==> src/rtl/uart8_pkg.sv <==
// Shared definitions for the UART transmit queue: FSM encodings and synchronizer depth.
package uart8_pkg;

    localparam int SYNC_STAGES = 2;

    typedef enum logic [1:0] {
        ST_IDLE  = 2'd0,
        ST_LOAD  = 2'd1,
        ST_START = 2'd2,
        ST_WAIT  = 2'd3
    } uart8_state_e;

endpackage

==> src/rtl/uart8_sync2.sv <==
// Multi-flop synchronizer bringing a txClk-domain level into the board clock domain.
module uart8_sync2
    import uart8_pkg::*;
#(
    parameter logic RST_VAL = 1'b0
) (
    input  logic clk,
    input  logic rstN,
    input  logic d,
    output logic q
);

    logic [SYNC_STAGES-1:0] r_sync;

    // NOTE: clocked state is always assigned with <= so every flop samples pre-edge values.
    always_ff @(posedge clk or negedge rstN) begin
        if (!rstN) begin
            r_sync <= {SYNC_STAGES{RST_VAL}};
        end else begin
            r_sync <= {r_sync[SYNC_STAGES-2:0], d};
        end
    end

    assign q = r_sync[SYNC_STAGES-1];

endmodule

==> src/rtl/uart8_tx_queue.sv <==
// Byte FIFO plus start/busy handshake sequencer feeding a slow-clock UART transmitter.
// Optional statistics outputs (sentCount, dropSticky) when UART8_TXQ_STATS_EN is defined.
module uart8_tx_queue
    import uart8_pkg::*;
#(
    parameter int DEPTH  = 16,
    parameter int ADDR_W = $clog2(DEPTH)
) (
    input  logic              clk,
    input  logic              rstN,
    input  logic              wrEn,
    input  logic [7:0]        wrData,
    output logic              full,
    output logic              empty,
    output logic [ADDR_W:0]   level,
    output logic              overflow,
    output logic              idle,
    output logic              txStart,
    output logic [7:0]        txIn,
    input  logic              txBusy,
    input  logic              txDone
`ifdef UART8_TXQ_STATS_EN
    ,
    output logic [15:0]       sentCount,
    output logic              dropSticky
`endif
);

    localparam logic [ADDR_W:0] L_DEPTH = (ADDR_W+1)'(DEPTH);

    logic [7:0]        r_mem [DEPTH];
    logic [ADDR_W-1:0] r_wr_ptr;
    logic [ADDR_W-1:0] r_rd_ptr;
    logic [ADDR_W:0]   r_level;
    logic [7:0]        r_tx_in;
    logic              r_overflow;
    uart8_state_e      r_state;
    uart8_state_e      w_next_state;
    logic              w_tx_start;
    logic              w_push;
    logic              w_pop;
    logic              w_busy_s;
    logic              w_done_s;

    // Busy syncs to 1 so after any reset the FSM waits for a live low before launching.
    uart8_sync2 #(.RST_VAL(1'b1)) u_sync_busy (
        .clk  (clk),
        .rstN (rstN),
        .d    (txBusy),
        .q    (w_busy_s)
    );

    uart8_sync2 #(.RST_VAL(1'b0)) u_sync_done (
        .clk  (clk),
        .rstN (rstN),
        .d    (txDone),
        .q    (w_done_s)
    );

    assign full   = (r_level == L_DEPTH);
    assign empty  = (r_level == '0);
    assign w_push = wrEn && !full;
    assign w_pop  = (r_state == ST_LOAD) && !empty;

    // NOTE: the byte array has no reset; occupancy is tracked by the pointers and level only.
    always_ff @(posedge clk) begin
        if (w_push) begin
            r_mem[r_wr_ptr] <= wrData;
        end
    end

    always_ff @(posedge clk or negedge rstN) begin
        if (!rstN) begin
            r_state    <= ST_IDLE;
            r_wr_ptr   <= '0;
            r_rd_ptr   <= '0;
            r_level    <= '0;
            r_tx_in    <= '0;
            r_overflow <= 1'b0;
        end else begin
            r_state    <= w_next_state;
            r_overflow <= wrEn && full;
            if (w_push) begin
                r_wr_ptr <= r_wr_ptr + 1'b1;
            end
            if (w_pop) begin
                r_rd_ptr <= r_rd_ptr + 1'b1;
                r_tx_in  <= r_mem[r_rd_ptr];
            end
            case ({w_push, w_pop})
                2'b10:   r_level <= r_level + 1'b1;
                2'b01:   r_level <= r_level - 1'b1;
                default: r_level <= r_level;
            endcase
        end
    end

    // NOTE: every always_comb output gets a default first so no path infers a latch.
    always_comb begin
        w_next_state = r_state;
        w_tx_start   = 1'b0;
        case (r_state)
            ST_IDLE:  if (!empty && !w_busy_s) w_next_state = ST_LOAD;
            ST_LOAD:  w_next_state = ST_START;
            ST_START: begin
                w_tx_start = 1'b1;
                if (w_busy_s) w_next_state = ST_WAIT;
            end
            ST_WAIT:  if (!w_busy_s || w_done_s) w_next_state = ST_IDLE;
            default:  w_next_state = ST_IDLE;
        endcase
    end

    assign level    = r_level;
    assign overflow = r_overflow;
    assign txStart  = w_tx_start;
    assign txIn     = r_tx_in;
    assign idle     = empty && (r_state == ST_IDLE) && !w_busy_s;

`ifdef UART8_TXQ_STATS_EN
    logic        w_frame_done;
    logic [15:0] r_sent_count;
    logic        r_drop_sticky;

    assign w_frame_done = (r_state == ST_WAIT) && (w_next_state == ST_IDLE);

    always_ff @(posedge clk or negedge rstN) begin
        if (!rstN) begin
            r_sent_count  <= '0;
            r_drop_sticky <= 1'b0;
        end else begin
            if (w_frame_done) begin
                r_sent_count <= r_sent_count + 16'd1;
            end
            if (wrEn && full) begin
                r_drop_sticky <= 1'b1;
            end
        end
    end

    assign sentCount  = r_sent_count;
    assign dropSticky = r_drop_sticky;
`endif

endmodule

==> config.mk <==
export PLATFORM = sky130hd
export DESIGN_NAME = uart8_tx_queue
export DESIGN_NICKNAME = d
export VERILOG_FILES = /design/src/rtl/uart8_pkg.sv /design/src/rtl/uart8_sync2.sv /design/src/rtl/uart8_tx_queue.sv
export SDC_FILE = /design/constraint.sdc
export NUM_CORES = 1
export LEC_CHECK = 0
export BUFFER_PORTS_ARGS = -buffer_cell sky130_fd_sc_hd__buf_2
export CAP_MARGIN = 20
export CORE_ASPECT_RATIO = 1.4
export CORE_MARGIN = 5
export CORE_UTILIZATION = 40
export CTS_CLUSTER_SIZE = 28
export DETAILED_ROUTE_END_ITERATION = 12
export SLEW_MARGIN = 20
export SYNTH_ARGS = -nofsm -noshare
export SYNTH_HDL_FRONTEND = slang
export SYNTH_SLANG_ARGS = --single-unit
==> constraint.sdc <==
create_clock -name clk -period 4.7 [get_ports clk]
set_clock_uncertainty 0.05 [all_clocks]
set_input_delay 0.235 -clock clk [delete_from_list [all_inputs] [get_ports clk]]
set_output_delay 0.235 -clock clk [all_outputs]
set_load 0.02 [all_outputs]
==> summary by stage, run 1 <==
Run status
The flow ran to the end, and the final reports show no timing, DRC or antenna violations.

Timing
The worst path uses 69.20% of the clock period. Once routing completed, OpenROAD measured the worst setup slack at 1.447 ns. Measured against its own limit, the worst slew margin works out to 33.87%. The final count of hold timing violations was 0.

The number of pins exceeding their max-slew limit in the final report came to 0. Setup violations remaining at the end of the flow were counted as 0. The worst hold slack across all endpoints is 0.04171 ns. For the pin with the worst max-slew slack, the measured transition is 0.9883 ns.

The clock period minus final worst setup slack is 3.253 ns. Setup repair after global routing left no endpoint under its margin. The final total negative setup slack is 0 ns.

The upper clock frequency limit is 307.4 MHz.

Pwr
Net switching is 31.40% of the power. The proportion of power drawn by flip-flops and latches is 43.3%. Summed over all cells, the static leakage comes to 2.495 nW.

Internal power comes to 0.003155 W. The worst supply voltage drop on vdd is 0.3614 mV. The power density over the cells is 633.7 nW/um^2. The power spent charging and discharging nets is 0.001444 W. The clock group share of total power is 30.6%. The proportion of power drawn by combinational gates is 26.2%.

Clock tree
The clock slew seen by the registers of the worst setup and hold paths is 0.06 ns. TritonCTS built the clock tree. Buffers added to address setup during post-CTS repair amount to 0.

In this run, post-CTS hold repair placed 3 buffers. The number of buffers on the longest clock path is 2. Clock tree synthesis inserted a total of 17 buffers.

The number of clock sinks is 156. The master cell of the clock root buffer is clkbuf_16. The number of gates resized after CTS was 0. The later pin in the worst-skew pair is clocked with a latency of 0.41 ns. The number of H-tree levels is 4.

Drt
The first-pass detailed-route iteration total is 4. The remaining routing DRC violations is 0. The met1 routed wirelength after detailed routing is 4792 um.

The remaining antenna violation count is 0. After the first detailed-routing iteration, the DRC count stood at 233. The uppermost layer routed is met4.

For this block, the routed nets add up to 12160 um of wire. The length of routed met2 wiring is 6687 um. After detailed routing, the number of vias per cell comes to 5.314.

The total met3 wirelength after detailed routing is 528 um. The detailed router placed 3098 vias in this run. In the final routed layout, each cell accounts on average for 20.86 um.

Hold path
The destination of the worst hold path is overflow$_DFF_PN0_. The instance count along the most critical hold path is 2. The min-delay analysis places its worst path in the category input pin to flop. The startpoint identified for the worst hold timing path is wrEn.

Placed design
Input and output buffers added on the ports amount to 30. Prior to clock tree synthesis, the placed netlist has a worst setup slack of 1.474 ns. After legalization and detailed placement, the total HPWL measured 7562 um. Routability-driven placement finished with a final weighted congestion of 0.7925.

Setup path
The category of the worst setup path capture point is a flop. The largest individual stage delay along the critical path comes from the cell or4_4. The data required time at the worst endpoint is 4.94 ns. The number of cell instances on the worst register-to-register path is 9. The delay of the slowest cell on the worst path is 0.61 ns.

Of all nets on the critical path, the largest fanout is 22. The kind of start point of the critical path is a flop. The worst path arrival time is 3.49 ns.

The start of the worst register-to-register path is level[2]$_DFFE_PN0P_. Setup slack on the worst reg-to-reg path comes out at 1.45 ns. The signal on the critical path passes through or4_4 -> o21a_1 -> ha_1 -> xor2_1 -> ha_1 -> o211a_1 -> o31ai_1 -> a31oi_1 -> xor2_1. The worst flop-to-flop path endpoint is level[4]$_DFFE_PN0P_.

The path type of the worst setup path is flop to flop.

Yosys
Counting flops and latches in the post-synthesis netlist gives 156. In this run the mean area of a mapped cell was 18.44 um^2. The synthesized netlist occupies a cell area of 6287 um^2. The number of unique standard cell types used by synthesis is 41. Synthesis produced 341 cells.

The biggest area contributor in the post-synthesis netlist is edfxtp_1. Yosys attributes the largest share of cell area to edfxtp_1, mux4_2, dfrtp_1. The share of synthesized area in the top cell type comes to 61.13%. The share of synthesized area occupied by flip-flops and latches is 72.32%. When the netlist entered floorplanning its net count stood at 367.

The number of synthesis warnings is 0.

Flow run
The reported max-cap violation count is 0.

Floorplan
The I/O pin total is 31. In this run the vertical extent of the chip is 158.3 um. The horizontal die dimension is 116.0 um. The placeable core region is 15540 um^2.

The die covers 18360 um^2. The starting density of the core is 40.46%. The placement row count is 54.

Layout
The final layout contains 401 nets. The number of antenna repair diodes is 0. Counting the fill cells in the layout gives 1326. Cells fill 46.71% of the core in the end. The share of final-layout standard cells stronger than drive strength 1 is 29.97%. The area growth from synthesis to layout is 15.44%.

Global routing
The maximum number of pins on one net before global-route repair is 34. The wire length of the first global-routing pass is 18740 um. Global routing finished with a remaining overflow of 0. The number of antenna violations at the first check in global routing came to 0. The via count of the first global-routing pass is 3274. The global-route total usage across every layer is 14.34%.
-- metal layers --
layer,track usage [%],vias up
met1,17.06,1599
met2,25.10,79
met3,3.802,6
li1,-,1414
met4,4.975,0
met5,0,-
-- power by group through the flow --
stage,clock [W],sequential (W),combinational (W)
floorplan,0,0.00189,0.000998
global placement,0,0.00201,0.00120
detailed placement,0,0.00202,0.00122
CTS,0.00143,0.00200,0.00122
global route,0.00150,0.00203,0.00131
finish,0.00141,0.00199,0.00120
-- flip-flops by register name, indices dropped and copies added (netlist names) --
register and count:
r_wr_ptr 4, level 5, u_sync_done.r_sync 2, r_state 2, overflow 1, r_mem 128
txIn 8, u_sync_busy.r_sync 2, r_rd_ptr 4
-- cell families after synthesis --
group | after synthesis | synth area share [%]
adder cells (fa/ha/maj) | 13 | 2.587
AO/OA/AOI/OAI | 45 | 4.418
XOR/XNOR | 11 | 1.532
buffers and inverters | 27 | 1.990
flip-flops | 156 | 72.32
multiplexers | 43 | 13.49
AND/OR/NAND/NOR | 46 | 3.662
-- through the flow --
stage | std cells | cell area (um^2) | power (W)
after global routing | 583 | 7258 | 0.004828
after floorplan | 341 | 6287 | 0.002887
after CTS | 583 | 7258 | 0.004654
after detailed placement | 549 | 6616 | 0.003240
final | 583 | 7258 | 0.004600
after global placement | 549 | 6616 | 0.003209
-- critical path, delay by kind of cell (launching register included) --
kind	cells	cell delay [ns]
AO/OA/AOI/OAI	4	0.97
XOR/XNOR	2	0.37
adder cells (fa/ha/maj)	2	0.66
flip-flops	1	0.48
AND/OR/NAND/NOR	1	0.61
-- placed cells by master, fill, tap and decap left out, types with 2 or more instances in the layout --
cell / count
edfxtp_1: 128
mux4_2: 32
buf_2: 30
dfrtp_1: 24
nor2_1: 17
clkbuf_16: 17
o22ai_1: 16
ha_1: 13
a21oi_1: 12
mux2_2: 10
inv_1: 7
nand2_1: 7
o21ai_0: 7
xnor2_1: 6
xor2_1: 5
nand2b_1: 5
clkinvlp_4: 4
nor3_2: 3
bufinv_16: 3
inv_6: 3
dlygate4sd3_1: 3
and2_1: 2
and3_1: 2
o21a_1: 2
nand4_1: 2
clkinv_4: 2
inv_8: 2
buf_4: 2
dfrtp_2: 2
dfstp_2: 2
-- synthesized netlist by cell type --
cell type  count
a311oi_1       1
and3b_1        1
inv_1          7
dfstp_2        2
dfrtp_1       26
or2_2          1
clkbuf_1       9
mux4_2        32
a31oi_1        1
o21bai_1       1
nand4_1        2
buf_6          1
nor3_1         4
o31ai_1        1
a21boi_1       1
buf_4          3
o211ai_2       1
and3_1         2
nor2b_1        1
o211ai_1       1
xor2_1         5
a21oi_1       12
nor2_1        17
edfxtp_1     128
nand2b_1       5
nand2_1        7
nand3_1        1
mux2_4         1
and2_1         2
buf_2          4
buf_1          3
o22ai_1       16
o21a_1         2
nor4_1         1
or4_4          1
mux2_2        10
nor3b_1        1
xnor2_1        6
o211a_1        1
o21ai_0        7
ha_1          13
-- how the worst max path moves through the flow --
stage / start / to
after floorplan: level[1]$_DFFE_PN0P_ / level[4]$_DFFE_PN0P_
after global placement: level[2]$_DFFE_PN0P_ / level[4]$_DFFE_PN0P_
after detailed placement: level[2]$_DFFE_PN0P_ / level[4]$_DFFE_PN0P_
after CTS: level[2]$_DFFE_PN0P_ / level[4]$_DFFE_PN0P_
after global routing: level[2]$_DFFE_PN0P_ / level[4]$_DFFE_PN0P_
final: level[2]$_DFFE_PN0P_ / level[4]$_DFFE_PN0P_
-- area by class of cell --
class / instances / area (um^2) / area share [%]
sequential: 156 / 4549 / 62.68
multi-input combinational: 158 / 1630 / 22.46
clock buffer: 17 / 425.4 / 5.861
tap: 196 / 245.2 / 3.379
timing repair buffer: 35 / 195.2 / 2.689
clock inverter: 14 / 186.4 / 2.569
inverter: 7 / 26.28 / 0.3620
Power figures use the tool's default switching activity.
==> run 2, diff against run 1 <==
==> constraint.sdc (replaced) <==
create_clock -name clk -period 3.4 [get_ports clk]
set_clock_uncertainty 0.05 [all_clocks]
set_input_delay 0.17 -clock clk [delete_from_list [all_inputs] [get_ports clk]]
set_output_delay 0.17 -clock clk [all_outputs]
set_load 0.02 [all_outputs]
==> run 2 against run 1 <==
Effect of this change: combinational power increased by 49%; critical endpoint unchanged; clock-buffer cell count grew 1; final cell count increased by 3.4%; highest routed layer unchanged.
==> summary by stage, run 2 (same netlist as run 1, synthesis figures left out) <==
Drt
The remaining routing DRC violations is 0 (unchanged). The violation count after the first detailed-route iteration came to 323 (was 233). The average wire per standard cell is 20.48 um (was 20.86 um). The routed wire length is 12350 um (was 12160 um).

The remaining antenna violation count is 0 (unchanged). The average via count per standard cell is 5.216 (was 5.314). The first-pass detailed-route iteration total is 4 (unchanged). The via count is 3145 (was 3098).

Pwr
The worst supply voltage drop on vdd is 0.4081 mV (was 0.3614 mV). The leakage power is 2.609 nW (was 2.495 nW). The power density over the cells is 870.8 nW/um^2 (was 633.7 nW/um^2).

Clock tree
The master cell of the clock root buffer is clkbuf_16 (unchanged). The number of clock sinks came to 156 (unchanged). The number of clock buffers inserted by TritonCTS came to 17 (unchanged). The number of H-tree levels is 4 (unchanged).

The clock latency on the worst-skew pair is 0.41 ns (about the same). The clock slew seen by the registers of the worst setup and hold paths is 0.07 ns (was 0.06 ns). The number of setup buffers added after CTS is 0 (unchanged). The number of buffers on the longest clock path was 2 (unchanged). The TritonCTS clock tree is yes (unchanged).

Timing
The clock period minus final worst setup slack came to 2.952 ns (was 3.253 ns). The number of pins exceeding their max-slew limit in the final report is 0 (unchanged). The final clock period utilization by the worst path is 86.82% (was 69.20%).

The measured slew at the worst slew-check pin is 0.7507 ns (was 0.9883 ns). The final count of negative-setup-slack endpoints is 0 (unchanged). The worst hold slack across all endpoints is 0.08851 ns (was 0.04171 ns). The final count of hold timing violations is 0 (unchanged). RSZ-0062 raised after global routing: no (unchanged).

The upper clock frequency limit is 338.8 MHz (was 307.4 MHz). The worst setup margin is 0.4483 ns (was 1.447 ns). The final total negative setup slack is 0 ns (unchanged).

The headroom to the max-slew limit is 49.95% (was 33.87%).

Global routing
The global routing's busiest layer was met2 (unchanged). The number of antenna violations at the first check in global routing came to 0 (unchanged). The met1 routing resource usage after global routing is 17.67% (was 17.06%).

The maximum number of pins on one net before global-route repair was 34 (unchanged). The via count of the first global-routing pass came to 3379 (was 3274). The total grt overflow is 0 (unchanged). The global-route track usage on met3 was 3.498% (was 3.802%). The global-route total usage across every layer came to 14.66% (was 14.34%).

The wire length of the first global-routing pass is 19310 um (was 18740 um). The fraction of met2 tracks used by global routing is 25.46% (was 25.10%).

Setup path
The start of the worst register-to-register path was level[1]$_DFFE_PN0P_ (was level[2]$_DFFE_PN0P_). The category of the worst setup path capture point is a flop (unchanged). The worst flop-to-flop path endpoint was level[4]$_DFFE_PN0P_ (unchanged). The delay of the slowest cell on the worst path is 0.55 ns (was 0.61 ns). Critical path cell sequence: nor4_1 -> a21boi_1 -> inv_1 -> ha_1 -> xor2_1 -> ha_1 -> o211a_1 -> o31ai_1 -> a31oi_1 -> xor2_1 (was or4_4 -> o21a_1 -> ha_1 -> xor2_1 -> ha_1 -> o211a_1 -> o31ai_1 -> a31oi_1 -> xor2_1).

The number of cell instances on the worst register-to-register path is 10 (was 9). The kind of start point of the critical path is a flop (unchanged). The critical path's slowest cell is a21boi_1 (was or4_4).

The critical-path maximum fanout is 10 (was 22). The internal reg-to-reg setup slack is 0.45 ns (was 1.45 ns). The worst path arrival time is 3.19 ns (was 3.49 ns). The path type of the worst setup path is flop to flop (unchanged). The data required time at the worst endpoint was 3.64 ns (was 4.94 ns).

Flow run
The reported max-cap violation count is 0 (unchanged).

Layout
The layout overhead on the synthesized area is 17.75% (was 15.44%). The number of flip-flops in the largest register is 128 (unchanged). The most common cell after layout, fill and taps aside is edfxtp_1 (unchanged). The number of antenna repair diodes is 0 (unchanged).

The final standard cell count with taps included and fillers excluded is 603 (was 583). The final net count is 420 (was 401). The final core area utilization was 47.64% (was 46.71%). Highest-count cells in the layout ignoring fill and taps: edfxtp_1, mux4_2, buf_2 (unchanged). The register with the most flip-flops is r_mem (unchanged). The share of final-layout standard cells stronger than drive strength 1 is 31.94% (was 29.97%).

Run status
Run status: complete, no violations (unchanged).

Placed design
The detailed placement HPWL was 7811 um (was 7562 um). The count of input and output buffers came to 30 (unchanged). The instance count after placement with tap cells included is 567 (was 549). The final RePlAce weighted congestion is 0.7670 (was 0.7925). The pre-CTS setup slack is 0.4851 ns (was 1.474 ns).

Floorplan
The starting density of the core is 40.46% (unchanged). The die footprint is 18360 um^2 (unchanged). The vertical die dimension came to 158.3 um (unchanged). The horizontal die dimension came to 116.0 um (unchanged).

The placement row count is 54 (unchanged). The placeable core region is 15540 um^2 (unchanged). The I/O pin total is 31 (unchanged).

Hold path
The destination of the worst hold path is r_mem[10][5]$_DFFE_PP_ (was overflow$_DFF_PN0_). The worst min-delay path startpoint is wrData[5] (was wrEn). The instance count along the most critical hold path was 1 (was 2). The kind of path behind the tightest hold check is input pin to flop (unchanged).
-- run 2: worst max-delay path by stage --
stage                     depth (start not counted)                  from              endpoint  slack [ns]
final                                            10  level[1]$_DFFE_PN0P_  level[4]$_DFFE_PN0P_        0.45
after global routing                             10  level[1]$_DFFE_PN0P_  level[4]$_DFFE_PN0P_        0.25
after CTS                                        10  level[1]$_DFFE_PN0P_  level[4]$_DFFE_PN0P_        0.47
after detailed placement                         10  level[1]$_DFFE_PN0P_  level[4]$_DFFE_PN0P_        0.49
after global placement                           10  level[2]$_DFFE_PN0P_  level[4]$_DFFE_PN0P_        0.61
after floorplan                                  12  level[1]$_DFFE_PN0P_  level[4]$_DFFE_PN0P_        0.35
-- run 2: power by group --
group	total, W	internal (W)	switching (W)
clock	0.00198	0.00119	0.000786
combinational	0.00179	0.000861	0.000932
sequential	0.00268	0.00237	0.000305
-- run 2: layer usage --
metal | share of wire (%) | vias to the layer above | wire length, um
li1 | - | 1454 | -
met1 | 40 | 1602 | 4924
met2 | 55 | 77 | 6742
met3 | 3.9 | 12 | 477
met4 | 1.7 | 0 | 208
met5 | 0 | - | 0
-- run 2: worst max-delay path: cells and delay by family (launching register included) --
kind            cells  cell delay (ns)
compound gates      4             1.06
fa+ha+maj           2             0.57
flops               1             0.51
xor+xnor            2             0.37
buf+inv             1             0.14
simple gates        1             0.13
-- run 2: layout make-up --
class / instances / area, um^2
well taps: 196 / 245.2
flip-flops and latches: 156 / 4548
inverters: 7 / 26.28
clock inverters: 14 / 198.9
fillers: 1300 / 8137
repair buffers: 54 / 340.3
clock buffers: 18 / 429.2
multi-input cells: 158 / 1615
-- run 2: repair_timing --
action | CTS | global route
hold endpoints to repair | 29 | 0
hold buffers | 4 | 0
gates resized for setup | 0 | 0
-- run 2: per-stage QoR --
stage / cell area (um^2) / total power (W)
2_1_floorplan: 6287 / 0.003991
4_1_cts: 7403 / 0.006526
3_3_place_gp: 6735 / 0.004485
6_report: 7403 / 0.006447
5_1_grt: 7403 / 0.006799
3_5_place_dp: 6735 / 0.004540
==> run 3, diff against run 2 <==
--- a/config.mk
+++ b/config.mk
@@ -12,6 +12,7 @@
 export CORE_UTILIZATION = 40
 export CTS_CLUSTER_SIZE = 28
 export DETAILED_ROUTE_END_ITERATION = 12
+export PLACE_DENSITY_LB_ADDON = 0.25
 export SLEW_MARGIN = 20
 export SYNTH_ARGS = -nofsm -noshare
 export SYNTH_HDL_FRONTEND = slang
==> run 3 against run 2 <==
Effect of this change: die area unchanged; sequential share of layout area increased by 0.062 points; wire length increased by 2.7%; highest routed layer unchanged; maximum frequency decreased by 1.2%; largest power group unchanged; combinational power about the same.
==> summary by stage, run 3 (same netlist as run 1, synthesis figures left out) <==
Floorplan
The I/O pin total was 31 (unchanged). The vertical die dimension is 158.3 um (unchanged). The placeable core region is 15540 um^2 (unchanged). The starting density of the core was 40.46% (unchanged).

The horizontal die dimension is 116.0 um (unchanged). The die footprint is 18360 um^2 (unchanged). The placement row count is 54 (unchanged).

Hold path
The kind of path behind the tightest hold check is input pin to flop (unchanged). The instance count along the most critical hold path is 1 (unchanged).

Layout
The final standard cell count with taps included and fillers excluded is 602 (was 603). The register with the most flip-flops is r_mem (unchanged). The final core area utilization was 47.59% (was 47.64%). The fill cell instance count of the final layout came to 1324 (was 1300). Highest-count cells in the layout ignoring fill and taps: edfxtp_1, mux4_2, buf_2 (unchanged). The share of final-layout standard cells stronger than drive strength 1 is 32.02% (was 31.94%). The number of antenna repair diodes is 0 (unchanged). The layout overhead on the synthesized area is 17.63% (was 17.75%). The final net count is 419 (was 420). The number of flip-flops in the largest register is 128 (unchanged).

The most common cell after layout, fill and taps aside was edfxtp_1 (unchanged).

Setup path
The worst path arrival time came to 3.23 ns (was 3.19 ns). The data required time at the worst endpoint was 3.64 ns (about the same). The critical-path maximum fanout is 9 (was 10).

The path type of the worst setup path is flop to flop (unchanged). The kind of start point of the critical path is a flop (unchanged). The number of cell instances on the worst register-to-register path is 10 (unchanged).

The category of the worst setup path capture point is a flop (unchanged). The internal reg-to-reg setup slack is 0.41 ns (was 0.45 ns).

Global routing
The maximum number of pins on one net before global-route repair is 34 (unchanged). The wire length of the first global-routing pass came to 19980 um (was 19310 um). The global-route total usage across every layer is 15.27% (was 14.66%).

The total grt overflow is 0 (unchanged). The number of antenna violations at the first check in global routing was 0 (unchanged). The via count of the first global-routing pass is 3355 (was 3379).

Timing
The final count of negative-setup-slack endpoints is 0 (unchanged). The number of pins exceeding their max-slew limit in the final report was 0 (unchanged). The worst setup margin is 0.4126 ns (was 0.4483 ns).

The final clock period utilization by the worst path was 87.86% (was 86.82%). The final total negative setup slack is 0 ns (unchanged). The final count of hold timing violations is 0 (unchanged). The headroom to the max-slew limit is 51.96% (was 49.95%). RSZ-0062 raised after global routing: no (unchanged). The measured slew at the worst slew-check pin came to 0.7206 ns (was 0.7507 ns). The clock period minus final worst setup slack was 2.987 ns (was 2.952 ns).

The upper clock frequency limit was 334.7 MHz (was 338.8 MHz).

Clock tree
The clock slew seen by the registers of the worst setup and hold paths is 0.06 ns (was 0.07 ns). The number of setup buffers added after CTS is 0 (unchanged). The number of H-tree levels was 4 (unchanged). The number of clock buffers inserted by TritonCTS is 17 (unchanged).

The quantity of gates resized following cts was 0 (unchanged). The master cell of the clock root buffer is clkbuf_16 (unchanged). The number of clock sinks is 156 (unchanged).

The number of buffers on the longest clock path is 2 (unchanged). The TritonCTS clock tree is yes (unchanged). The clock latency on the worst-skew pair is 0.42 ns (was 0.41 ns). The post-cts hold buffer count is 4 (unchanged).

Placed design
The count of input and output buffers is 30 (unchanged). The detailed placement HPWL is 8292 um (was 7811 um). The pre-CTS setup slack was 0.4221 ns (was 0.4851 ns). The instance count after placement with tap cells included was 566 (was 567). The final RePlAce weighted congestion is 0.7869 (was 0.7670).

Drt
The average wire per standard cell is 21.07 um (was 20.48 um). The via count is 3172 (was 3145). The violation count after the first detailed-route iteration is 178 (was 323). The remaining routing DRC violations was 0 (unchanged). The routed wire length was 12680 um (was 12350 um). The average via count per standard cell is 5.269 (was 5.216). The remaining antenna violation count was 0 (unchanged). The first-pass detailed-route iteration total is 4 (unchanged).

Run status
Run status: complete, no violations (unchanged).

Pwr
The power density over the cells is 865.1 nW/um^2 (was 870.8 nW/um^2). The worst supply voltage drop on vdd is 0.4147 mV (was 0.4081 mV). The leakage power was 2.598 nW (was 2.609 nW).

Flow run
The reported max-cap violation count is 0 (unchanged).
run 3: cell count changes in the layout (fill, tap and decap cells not counted):
cell        delta
inv_8          -5
clkinvlp_4     +1
inv_6          +1
clkinv_4       +3
clkbuf_1       -1
buf_4          -2
clkinv_2       +1
buf_12         +1
run 3: final timing paths:
kind,start,end
max,level[2]$_DFFE_PN0P_,level[4]$_DFFE_PN0P_
min,wrData[2],r_mem[1][2]$_DFFE_PP_
max reg2reg,level[2]$_DFFE_PN0P_,level[4]$_DFFE_PN0P_
min reg2reg,u_sync_busy.r_sync[0]$_DFF_PN1_,u_sync_busy.r_sync[1]$_DFF_PN1_
max in group asynchronous,rstN,r_rd_ptr[2]$_DFFE_PN0P_
min in group asynchronous,rstN,level[0]$_DFFE_PN0P_
run 3: area by class of cell:
cell class	instances	area (um^2)	area share (%)
Inverter	7	26.28	0.3553
Timing Repair Buffer	53	345.3	4.669
Multi-Input combinational cell	158	1615	21.84
Sequential cell	156	4548	61.50
Clock buffer	17	425.4	5.752
Clock inverter	15	190.2	2.571
Tap cell	196	245.2	3.316
run 3: critical path, stage by stage, from the launching register on:
cell	delay [ns]
dfrtp_1	0.50
nor4_1	0.14
a21boi_1	0.60
inv_1	0.14
ha_1	0.34
xor2_1	0.20
ha_1	0.22
o211a_1	0.23
o31ai_1	0.19
a31oi_1	0.09
xor2_1	0.17
run 3: report_power, final:
part	leakage, nW	internal (W)	switching [W]
combinational	0.828	0.000866	0.000931
sequential	1.48	0.00237	0.000284
clock	0.292	0.00117	0.000775
total	2.60	0.00441	0.00199
run 3: metal layers:
layer | vias to the layer above | wire length (um) | track usage (%)
met5 | - | 0 | 0
met4 | 0 | 180 | 5.804
met3 | 11 | 557 | 3.536
met2 | 70 | 6760 | 26.39
met1 | 1631 | 5184 | 18.58
li1 | 1460 | - | -
run 3: metrics by stage:
stage	area (um^2)	hold WS [ns]	total power (W)
3_3_place_gp	6740	0.2102	0.004498
5_1_grt	7396	0.07868	0.006747
4_1_cts	7396	0.06998	0.006493
2_1_floorplan	6287	-0.1756	0.003991
6_report	7396	0.09160	0.006398
3_5_place_dp	6740	0.2191	0.004538
